### src/rtl/fifo_async_pkg.sv
// fifo_async_pkg
//   Shared definitions for the fifo_async block: default word/address
//   widths and the binary-to-Gray conversion used for the pointer copies.
package fifo_async_pkg;

  localparam int DEFAULT_DATA_WIDTH = 8;
  localparam int DEFAULT_ADDR_WIDTH = 4;

  // Generic 32-bit conversion; callers size the argument and result to
  // their own pointer width with casts.
  function automatic logic [31:0] bin2gray(input logic [31:0] bin);
    return bin ^ (bin >> 1);
  endfunction

endpackage

### src/rtl/sync_2ff.sv
// sync_2ff
//   Two-stage register synchronizer for a multi-bit Gray-coded bus.
//   Ports:
//     i_clk   destination clock
//     i_rstn  asynchronous active-low reset, clears both stages to 0
//     i_d     bus to be synchronized
//     o_q     output of the second stage
module sync_2ff #(
  parameter int WIDTH = 5
) (
  input  logic             i_clk,
  input  logic             i_rstn,
  input  logic [WIDTH-1:0] i_d,
  output logic [WIDTH-1:0] o_q
);

  logic [WIDTH-1:0] stage1_reg;
  logic [WIDTH-1:0] stage2_reg;

  always_ff @(posedge i_clk or negedge i_rstn) begin
    if (!i_rstn) begin
      stage1_reg <= '0;
      stage2_reg <= '0;
    end else begin
      stage1_reg <= i_d;
      stage2_reg <= stage1_reg;
    end
  end

  assign o_q = stage2_reg;

endmodule

### src/rtl/fifo_async.sv
// fifo_async
//   FIFO of 2**ADDR_WIDTH words built in the classic dual-pointer style:
//   binary pointers with registered Gray copies, each Gray copy crossing to
//   the other side through a two-stage synchronizer. Both flags are
//   conservative: they see the opposite pointer three edges late.
//   Ports:
//     i_clk     sole clock, all state on its rising edge
//     i_rstn    asynchronous active-low reset
//     i_wr      write request, accepted when o_wfull is low
//     i_wdata   write data, sampled with i_wr
//     i_rd      read request, accepted when o_rempty is low
//     o_rdata   registered read data, valid the cycle after acceptance
//     o_wfull   registered full flag
//     o_rempty  registered empty flag
module fifo_async
  import fifo_async_pkg::*;
#(
  parameter int DATA_WIDTH = DEFAULT_DATA_WIDTH,
  parameter int ADDR_WIDTH = DEFAULT_ADDR_WIDTH
) (
  input  logic                  i_clk,
  input  logic                  i_rstn,
  input  logic                  i_wr,
  input  logic [DATA_WIDTH-1:0] i_wdata,
  input  logic                  i_rd,
  output logic [DATA_WIDTH-1:0] o_rdata,
  output logic                  o_wfull,
  output logic                  o_rempty
);

  localparam int DEPTH = 1 << ADDR_WIDTH;
  localparam int PTR_W = ADDR_WIDTH + 1;
  // Full when the write Gray pointer equals the read Gray pointer with its
  // two MSBs inverted (one lap ahead).
  localparam logic [PTR_W-1:0] FULL_MASK = PTR_W'(3) << (PTR_W - 2);

  logic [DATA_WIDTH-1:0] mem [DEPTH];

  logic [PTR_W-1:0]      wbin_reg, wgray_reg, rbin_reg, rgray_reg;
  logic [PTR_W-1:0]      wbin_next, wgray_next, rbin_next, rgray_next;
  logic [PTR_W-1:0]      wq2_rgray, rq2_wgray;
  logic                  wfull_reg, rempty_reg, run_reg;
  logic [DATA_WIDTH-1:0] rdata_reg;
  logic                  wr_ok, rd_ok;

  // run_reg stays low through the first edge after reset release, so no
  // transfer can be accepted on the release edge itself.
  assign wr_ok = i_wr && !wfull_reg  && run_reg;
  assign rd_ok = i_rd && !rempty_reg && run_reg;

  assign wbin_next  = wbin_reg + PTR_W'(wr_ok);
  assign rbin_next  = rbin_reg + PTR_W'(rd_ok);
  assign wgray_next = PTR_W'(bin2gray(32'(wbin_next)));
  assign rgray_next = PTR_W'(bin2gray(32'(rbin_next)));

  sync_2ff #(.WIDTH(PTR_W)) u_sync_r2w (
    .i_clk  (i_clk),
    .i_rstn (i_rstn),
    .i_d    (rgray_reg),
    .o_q    (wq2_rgray)
  );

  sync_2ff #(.WIDTH(PTR_W)) u_sync_w2r (
    .i_clk  (i_clk),
    .i_rstn (i_rstn),
    .i_d    (wgray_reg),
    .o_q    (rq2_wgray)
  );

  always_ff @(posedge i_clk or negedge i_rstn) begin
    if (!i_rstn) begin
      run_reg    <= 1'b0;
      wbin_reg   <= '0;
      wgray_reg  <= '0;
      rbin_reg   <= '0;
      rgray_reg  <= '0;
      wfull_reg  <= 1'b0;
      rempty_reg <= 1'b1;
    end else begin
      run_reg    <= 1'b1;
      wbin_reg   <= wbin_next;
      wgray_reg  <= wgray_next;
      rbin_reg   <= rbin_next;
      rgray_reg  <= rgray_next;
      wfull_reg  <= (wgray_next == (wq2_rgray ^ FULL_MASK));
      rempty_reg <= (rgray_next == rq2_wgray);
    end
  end

  // Storage is deliberately left unreset.
  always_ff @(posedge i_clk) begin
    if (wr_ok) begin
      mem[wbin_reg[ADDR_WIDTH-1:0]] <= i_wdata;
    end
  end

  always_ff @(posedge i_clk or negedge i_rstn) begin
    if (!i_rstn) begin
      rdata_reg <= '0;
    end else if (rd_ok) begin
      rdata_reg <= mem[rbin_reg[ADDR_WIDTH-1:0]];
    end
  end

  assign o_rdata  = rdata_reg;
  assign o_wfull  = wfull_reg;
  assign o_rempty = rempty_reg;

endmodule

### config.mk
export PLATFORM = sky130hd
export DESIGN_NAME = fifo_async
export DESIGN_NICKNAME = d
export VERILOG_FILES = /design/src/rtl/fifo_async_pkg.sv /design/src/rtl/sync_2ff.sv /design/src/rtl/fifo_async.sv
export SDC_FILE = /design/constraint.sdc
export NUM_CORES = 1
export LEC_CHECK = 0
export ABC_AREA = 1
export CAP_MARGIN = 10
export CELL_PAD_IN_SITES_DETAIL_PLACEMENT = 0
export CELL_PAD_IN_SITES_GLOBAL_PLACEMENT = 2
export CORE_UTILIZATION = 47
export CTS_BUF_LIST = sky130_fd_sc_hd__clkbuf_8
export CTS_CLUSTER_SIZE = 14
export DETAILED_ROUTE_END_ITERATION = 10
export GPL_ROUTABILITY_DRIVEN = 0
export PLACE_DENSITY = 0.94
export SLEW_MARGIN = 20
export SYNTH_ARGS = -nofsm -noshare
export SYNTH_HDL_FRONTEND = slang
export SYNTH_SLANG_ARGS = --single-unit
### constraint.sdc
create_clock -name i_clk -period 4.1 [get_ports i_clk]
set_input_delay 0.82 -clock i_clk [delete_from_list [all_inputs] [get_ports i_clk]]
set_output_delay 0.82 -clock i_clk [all_outputs]
set_load 0.02 [all_outputs]
Word level (Yosys, flattened, before mapping):

Memories as Yosys holds them, arrays and structs flattened. A register that Yosys moved wholly into a read port is not among the register bits.
Cells that the tools add are included.
Widths: inputs -> output; s select.

* bits in registers: 43
* input port bits: 12
* memories: 1
* RAM bits: 128

Memories
* mem: depth 16, width 8, rd ports 1, clocked after Yosys merged registers in 1, wr ports 1, line fifo_async.sv:37 `logic [DATA_WIDTH-1:0] mem [DEPTH];`

* reduce and logical (&&, ||, !) cells: 7
* mux-type cells: 2
* bitwise operators: 3
* $add $sub $neg: 2
* equal/unequal tests: 2

Operators by type and width (number)
* $add 5x1->5: 2
* $eq 5x5->1: 2
* $xor 5x4->5: 2
* $logic_and 1x1->1: 4
* $logic_not 1->1: 3
* $mux 1: 2
* $not 2->2: 1

Depth between registers and ports, before layout:

Gate-level depths: netlist (run 1).

* word-level depth: 6
* depth in mapped cells: 14
* depth with buffers taken out: 14

Cells and area by module:

A second synthesis (run 1) with hierarchy kept.

* cells, all modules: 611
* area, all modules: 7209.4 um^2

Modules (own cells, without submodules)
* fifo_async: cells each 591, area each 6708.9 um^2, instances 1
* sync_2ff: cells each 10, area each 250.2 um^2, instances 2

Worst setup path before layout (run 1):

OpenSTA, ideal clock, no wires.

* path kind: input -> register
* start: in i_rd
* end: reg rempty_reg, in the netlist o_rempty
* stages: 13
* path slack: 1.660 ns
* arrival time: 2.373 ns
* required time: 4.033 ns
* buffers on the path: 0
* cell sequence: inv_1 -> nor3_2 -> ha_1 -> ha_1 -> inv_1 -> nand2_1 -> nand2_1 -> nand2_1 -> nand2_1 -> nand3_1 -> nor2_1 -> nand2_1 -> nor2_1

* cells in the longest elaborated chain, start to end: 5

RTL lines
* start, declared: line fifo_async.sv:25 `input logic i_rd,`
* $logic_and 1x1->1 (2 in a row): line fifo_async.sv:49 `assign rd_ok = i_rd && !rempty_reg && run_reg;`
* named net rd_ok: line fifo_async.sv:44 `logic wr_ok, rd_ok;`
* $add 5x1->5: line fifo_async.sv:52 `assign rbin_next = rbin_reg + PTR_W'(rd_ok);`
* named net rbin_next[1]: line fifo_async.sv:40 `logic [PTR_W-1:0] wbin_next, wgray_next, rbin_next, rgray_next;`
* $xor 5x4->5: line fifo_async_pkg.sv:12 `return bin ^ (bin >> 1);`
* named net rgray_next[0]: line fifo_async.sv:40
* $eq 5x5->1: line fifo_async.sv:86 `rempty_reg <= (rgray_next == rq2_wgray);`
* end signal, assigned: line fifo_async.sv:86
* end, declared: line fifo_async.sv:42 `logic wfull_reg, rempty_reg, run_reg;`

The timed path passes the listed nets, and every way through them passes these cells.

Worst setup path after layout (run 1):

* start: in i_wr
* end: mem mem[8][5] (netlist name) (enable)

* cells in the longest elaborated chain, start to end: 4

RTL lines
* start, declared: line fifo_async.sv:23 `input logic i_wr,`
* $logic_and 1x1->1 (2 in a row): line fifo_async.sv:48 `assign wr_ok = i_wr && !wfull_reg && run_reg;`
* $mux 1: line fifo_async.sv:92 `if (wr_ok) begin`
* $mux 1 (not written as such): line fifo_async.sv:93 `mem[wbin_reg[ADDR_WIDTH-1:0]] <= i_wdata;`
* end, declared: line fifo_async.sv:37

No other way between the ends.

==> results.md, run 1 <==
* Status: complete, but fails checks
* Failing checks: DRC
* Post-route ant nets at 0
* Diode count at 0
* Fin. max-slew vios at 0
* Rel. slew slack at 28.01%
* Die width at 125.1 um
* Startpoint types: primary input
* Number of global-route vias before repair at 4,364
* First-pass GRT wire length at 23,610 um
* Fmax at 0.3874 GHz
* Vias per inst at 5.248
* Tmin final at 2581 ps
* H-Tree Depth at 4
* Worst-margin pin slew at 1078 ps
* Power Dens Cells at 686.5 nW/um^2
* Post-CTS setup buffer count at 0
* Port Buffer Count at 21
* Hold Crit Class: register to register
* Synth top area share at 53.93%
* Top cell type by total area after synthesis: edfxtp_1
* Worst path required time at 4180 ps
* Root Buffer: clkbuf_8
* Residual DRC at 6
* Mapped Nets at 631
* CTS tree: yes
* Top Ports at 22
* CTS Hold Bufs at 0
* Finished Cell Area at 7861 sq um
* Placeable Area at 14,640 sq um
* Critical path capture point type: register
* Routed WL at 14,830 um
* Resized cells post-CTS at 0
* Critical setup path kind: primary input to register
* Synth Warn # at 0
* DR vias at 4,372
* Clk buf depth at 2
* Post-Syn Instances at 614
* Clock-pin transition on the worst setup and hold timing paths at 80 ps
* Die Area at 15,660 sq um
* Fin. Hold Viols at 0
* Peak VDD IR at 0.0002561 V
* Wire per inst at 17.80 um
* Leakage at 3.115 nW
* Cell Rows at 44
* Fill count at 1,237
* Worst hold slack at 352.7 ps
* Cell Area, Synth at 7127 sq um
* Clock Latency Late Sink at 450 ps
* Congestion Overflow GR at 0
* Share of layout cells above drive strength 1 at 7.550%
* Largest register FFs at 128
* Finished Core Util at 53.68%
* Largest net degree at the start of global routing at 65
* Part of the Yosys area used for sequential elements at 71.16%
* Cts bufs inserted at 17
* Gr usage total at 20.55%
* Tcrit/Tclk final at 62.96%
* Initial Util at 48.67%
* DRT iter0 DRCs at 332
* Syn Area/Cell at 11.61 sq um
* Final Skew at 12.72 ps
* Initial antenna violation count at 0
* Drt first pass iters at 10
* Syn-to-layout area delta at 10.31%
* Post-synth cell types at 26
* Number of max-cap violations at 0
* Placement Cell Area at 7436 sq um
* Post-DP HPWL at 9548 um
* Clock sink total at 177
* Design Power at 5.397 mW
* CP Max Fanout at 8
* Area occupied by multi-input gates at 1782 sq um
* Nets at 653
* Die Height at 125.1 um
* Main area contributors after synthesis: edfxtp_1 54%, dfrtp_1 17%, nand2_1 11%
* Final setup fails at 0
* RSZ-0062 raised after global routing: no
* Critical Path AT at 2660 ps
* FF+latch area at 5072 sq um
* Seq cells post-synth at 177
* Setup tns final at 0 ps
[path summary, 6_finish.rpt]
kind                       depth (start not counted)          from  slack, ps                       end
min in group asynchronous                          1        i_rstn        380                   run_reg
max reg2reg                                       12   rbin_reg[0]       1740                  o_rempty
max in group asynchronous                          2        i_rstn       2950                  o_rempty
max                                                5          i_wr       1520                 mem[8][5]
min                                                0  wgray_reg[1]        350  u_sync_w2r.stage1_reg[1]
min reg2reg                                        0  wgray_reg[1]        350  u_sync_w2r.stage1_reg[1]
[logic make-up after synthesis]
group	Yosys count	share of synthesized area, %
fa+ha+maj	5	0.8778
compound gates	40	3.371
flops	177	71.16
other cells	1	0.05262
simple gates	340	20.70
buf+inv	51	3.845
[per-layer routing]
layer	part of all wire [%]	global-route usage [%]	wire, um
met5	0	0	0
met4	2.3	7.604	336
met3	5.7	4.493	840
met2	48	33.52	7186
met1	44	27.20	6466
[per-stage QoR]
stage               setup slack [ps]  instances
global placement                1139        801
detailed placement              1054        801
global route                    1394        833
CTS                             1538        833
finish                          1519        833
floorplan                       1660        614
[where the power goes]
| part | total (mW) | internal, mW | switching [mW] | leakage [nW] |
|---|---|---|---|---|
| combinational | 1.74 | 0.543 | 1.20 | 1.15 |
| clock | 1.26 | 0.663 | 0.596 | 0.229 |
| sequential | 2.40 | 2.21 | 0.191 | 1.74 |
[cell type report]
cell class                 instances  share of cell area (%)
sequential                       177                   64.52
clock buffer                      17                   2.976
inverter                          29                   1.480
clock inverter                    15                   2.435
multi-input combinational        386                   22.66
tap                              184                   2.929
timing repair buffer              25                   2.992
[cell usage in the layout, fill, tap and decap left out]
cell             synthesis  final
a21boi_0                 8      8
clkdlybuf4s50_1          0     20
nand2_1                218    218
a21oi_1                 24     24
nand2_2                  5      5
bufinv_16                0      4
nand3_4                  1      1
nand3b_1                13     13
nor3_2                   1      1
clkinv_2                 0      2
conb_1                   1      1
dfrtp_1                 48     47
inv_6                    1      4
nor2_1                  22     22
clkbuf_8                 0     17
clkinv_4                 0      2
edfxtp_1               128    128
buf_2                    9      1
dfrtp_2                  0      1
inv_1                   25     28
inv_2                    2      2
o211ai_1                 8      8
ha_1                     5      5
nor2_4                   1      1
nand3_1                 74     74
inv_4                    1      2
dfstp_2                  1      1
nand2_4                  1      1
buf_4                    7      4
nand4_1                  4      4
[synth_stat cells]
master and n:
conb_1 1, nand2_4 1, nand2_1 218, dfrtp_1 48
inv_6 1, clkbuf_1 1, nor3_2 1, o211ai_1 8
buf_4 7, nand3_1 74, a21oi_1 24, inv_4 1
nor2_1 22, nand3b_1 13, nand2_2 5, dfstp_2 1
inv_2 2, nand4_1 4, edfxtp_1 128, nand3_4 1
nor2_4 1, inv_1 25, a21boi_0 8, buf_2 9
buf_6 5, ha_1 5
[worst max-delay path: stages]
cell and delay (ps):
clkdlybuf4s50_1 450, nand2_1 40, nor2_1 350, nand3_1 320, nor2_1 680
(Power assumes the default switching activity.)
==> run 2: changes to the inputs <==
Settings changed: CORE_UTILIZATION 47 to 39, PLACE_DENSITY 0.94 to 0.84.
Clock period 4.1 ns to 2.3 ns, I/O delays scaled along.
==> run 2 against run 1 <==
Net effect: first-iteration DRC count decreased by 29%; final cell count increased by 8.8%; count of clock-buffer cells in the layout increased by 1; register-to-register slack got worse by 1300 ps; largest cell class unchanged; total power increased by 79%; the run now ends clean; largest power group unchanged.
==> results.md, run 2 (synthesis results as in run 1) <==
* Critical path buffers and inverters at 1 (unchanged)
* Port Buffer Count at 21 (unchanged)
* Cts bufs inserted at 17 (unchanged)
* Worst-margin pin slew at 665.5 ps (was 1078 ps)
* Tmin final at 2072 ps
* Most frequent cells in the layout: 218 x nand2_1, 128 x edfxtp_1, 74 x nand3_1, 47 x dfrtp_1, 31 x buf_4 (was 218 x nand2_1, 128 x edfxtp_1, 74 x nand3_1, 47 x dfrtp_1, 28 x inv_1)
* Die Area at 18,820 sq um (was 15,660 sq um)
* RSZ-0062 raised after global routing: no (unchanged)
* CP Cell Sequence: clkdlybuf4s50_1 (was clkdlybuf4s50_1, nand2_1, nor2_1, nand3_1, nor2_1)
* Fin. max-slew vios at 0 (unchanged)
* Residual DRC at 0 (was 6)
* Initial Util at 39.67% (was 48.67%)
* DR vias at 4,378 (was 4,372)
* Leading cell type in the layout, fill and taps excluded: nand2_1 (unchanged)
* Post-CTS setup buffer count at 0 (unchanged)
* Slowest stage cell, crit path: clkdlybuf4s50_1 (was nor2_1)
* Placeable Area at 17,960 sq um (was 14,640 sq um)
* H-Tree Depth at 4 (unchanged)
* FF+latch area at 5072 sq um (unchanged)
* Wire per inst at 16.45 um (was 17.80 um)
* Nets at 681 (was 653)
* Clock Latency Late Sink at 460 ps (was 450 ps)
* Critical path capture point type: output port (was register)
* Placement Cell Area at 7715 sq um (was 7436 sq um)
* DRT iter0 DRCs at 237 (was 332)
* Critical setup path kind: register to output port (was primary input to register)
* Gr usage total at 17.36% (was 20.55%)
* Initial antenna violation count at 0 (unchanged)
* Clock sink total at 177 (unchanged)
* Post-DP HPWL at 10,070 um (was 9548 um)
* Rel. slew slack at 55.63% (was 28.01%)
* Post-route ant nets at 0 (unchanged)
* Congestion Overflow GR at 0 (unchanged)
* Peak VDD IR at 0.0005631 V (was 0.0002561 V)
* Routed WL at 14,900 um (was 14,830 um)
* First-pass GRT wire length at 23,630 um (was 23,610 um)
* CP Max Fanout at 2 (was 8)
* Startpoint types: register (was primary input)
* Largest net degree at the start of global routing at 42 (was 65)
* Drt first pass iters at 4 (was 10)
* Die Height at 137.2 um (was 125.1 um)
* Number of global-route vias before repair at 4,386 (was 4,364)
* Resized cells post-CTS at 0 (unchanged)
* Worst hold slack at 19.18 ps (was 352.7 ps)
* Share of layout cells above drive strength 1 at 11.67% (was 7.550%)
* Area occupied by multi-input gates at 1782 sq um (unchanged)
* Tcrit/Tclk final at 90.09%
* Top Ports at 22 (unchanged)
* Syn-to-layout area delta at 13.89% (was 10.31%)
* Fmax at 0.4826 GHz
* Power Dens Cells at 1188 nW/um^2 (was 686.5 nW/um^2)
* Largest delay contributor family on the critical path: buffers and inverters (was simple AND/OR/NAND/NOR gates)
* Largest register FFs at 128 (unchanged)
* Fill count at 1,625 (was 1,237)
* Status: finished, final reports clean (was complete, but fails checks)
* Final Skew at 17.35 ps (was 12.72 ps)
* CTS Hold Bufs at 0 (unchanged)
* CTS tree: yes (unchanged)
* Root Buffer: clkbuf_8 (unchanged)
* Diode count at 0 (unchanged)
* Number of max-cap violations at 0 (unchanged)
* Largest stage delay on the critical path at 610 ps (was 680 ps)
* Fin. Hold Viols at 0 (unchanged)
* Setup tns final at 0 ps (unchanged)
* Hold Crit Class: primary input to async pin (was register to register)
* Vias per inst at 4.832 (was 5.248)
* Finished Cell Area at 8117 sq um (was 7861 sq um)
* Clock-pin transition on the worst setup and hold timing paths at 100 ps (was 80 ps)
* Leakage at 3.246 nW (was 3.115 nW)
* Design Power at 9.640 mW (was 5.397 mW)
* Final setup fails at 0 (unchanged)
* Clk buf depth at 2 (unchanged)
* Cell Rows at 49 (was 44)
* Worst path required time at 1840 ps (was 4180 ps)
* Critical Path AT at 1610 ps (was 2660 ps)
* Die width at 137.2 um (was 125.1 um)
==> run 2: final cells by class <==
class / instances / share of cell area, %
clock buffers: 18 / 3.052
clock inverters: 14 / 1.896
inverters: 29 / 1.434
multi-input cells: 386 / 21.95
flip-flops and latches: 177 / 62.49
well taps: 229 / 3.530
repair buffers: 53 / 5.642
==> run 2: power by group <==
part | internal, mW | switching, mW
Combinational | 1.14 | 2.10
Sequential | 3.93 | 0.350
Clock | 1.01 | 1.10
==> run 2: per-stage QoR <==
step                setup slack [ps]  util [%]  instances
floorplan                      219.5         -        614
global placement              -8.304     42.95        874
detailed placement            -70.24     42.95        874
CTS                            193.6     45.18        906
global route                   174.6     45.18        906
finish                         228.0     45.18        906
==> run 2: path summary, 6_finish.rpt <==
kind,slack [ps],depth (start not counted),endpoint,from
worst max-delay path,230,1,o_rempty,o_rempty
worst min-delay path,20,1,o_rdata[4],i_rstn
worst max register to register,440,12,o_rempty,o_rempty
worst min register to register,350,0,u_sync_w2r.o_q[0],u_sync_w2r.stage1_reg[0]
max in group asynchronous,1640,2,wbin_reg[1],i_rstn
min in group i_clk,350,0,u_sync_w2r.o_q[0],u_sync_w2r.stage1_reg[0]
==> run 2: per-layer routing <==
layer  up-vias  wire, um  GRT usage [%]
met5         -         0              0
met4         0       273          6.166
met3        17       376          3.790
met2        54      7460          29.71
li1       2188         -              -
met1      2119      6789          21.63
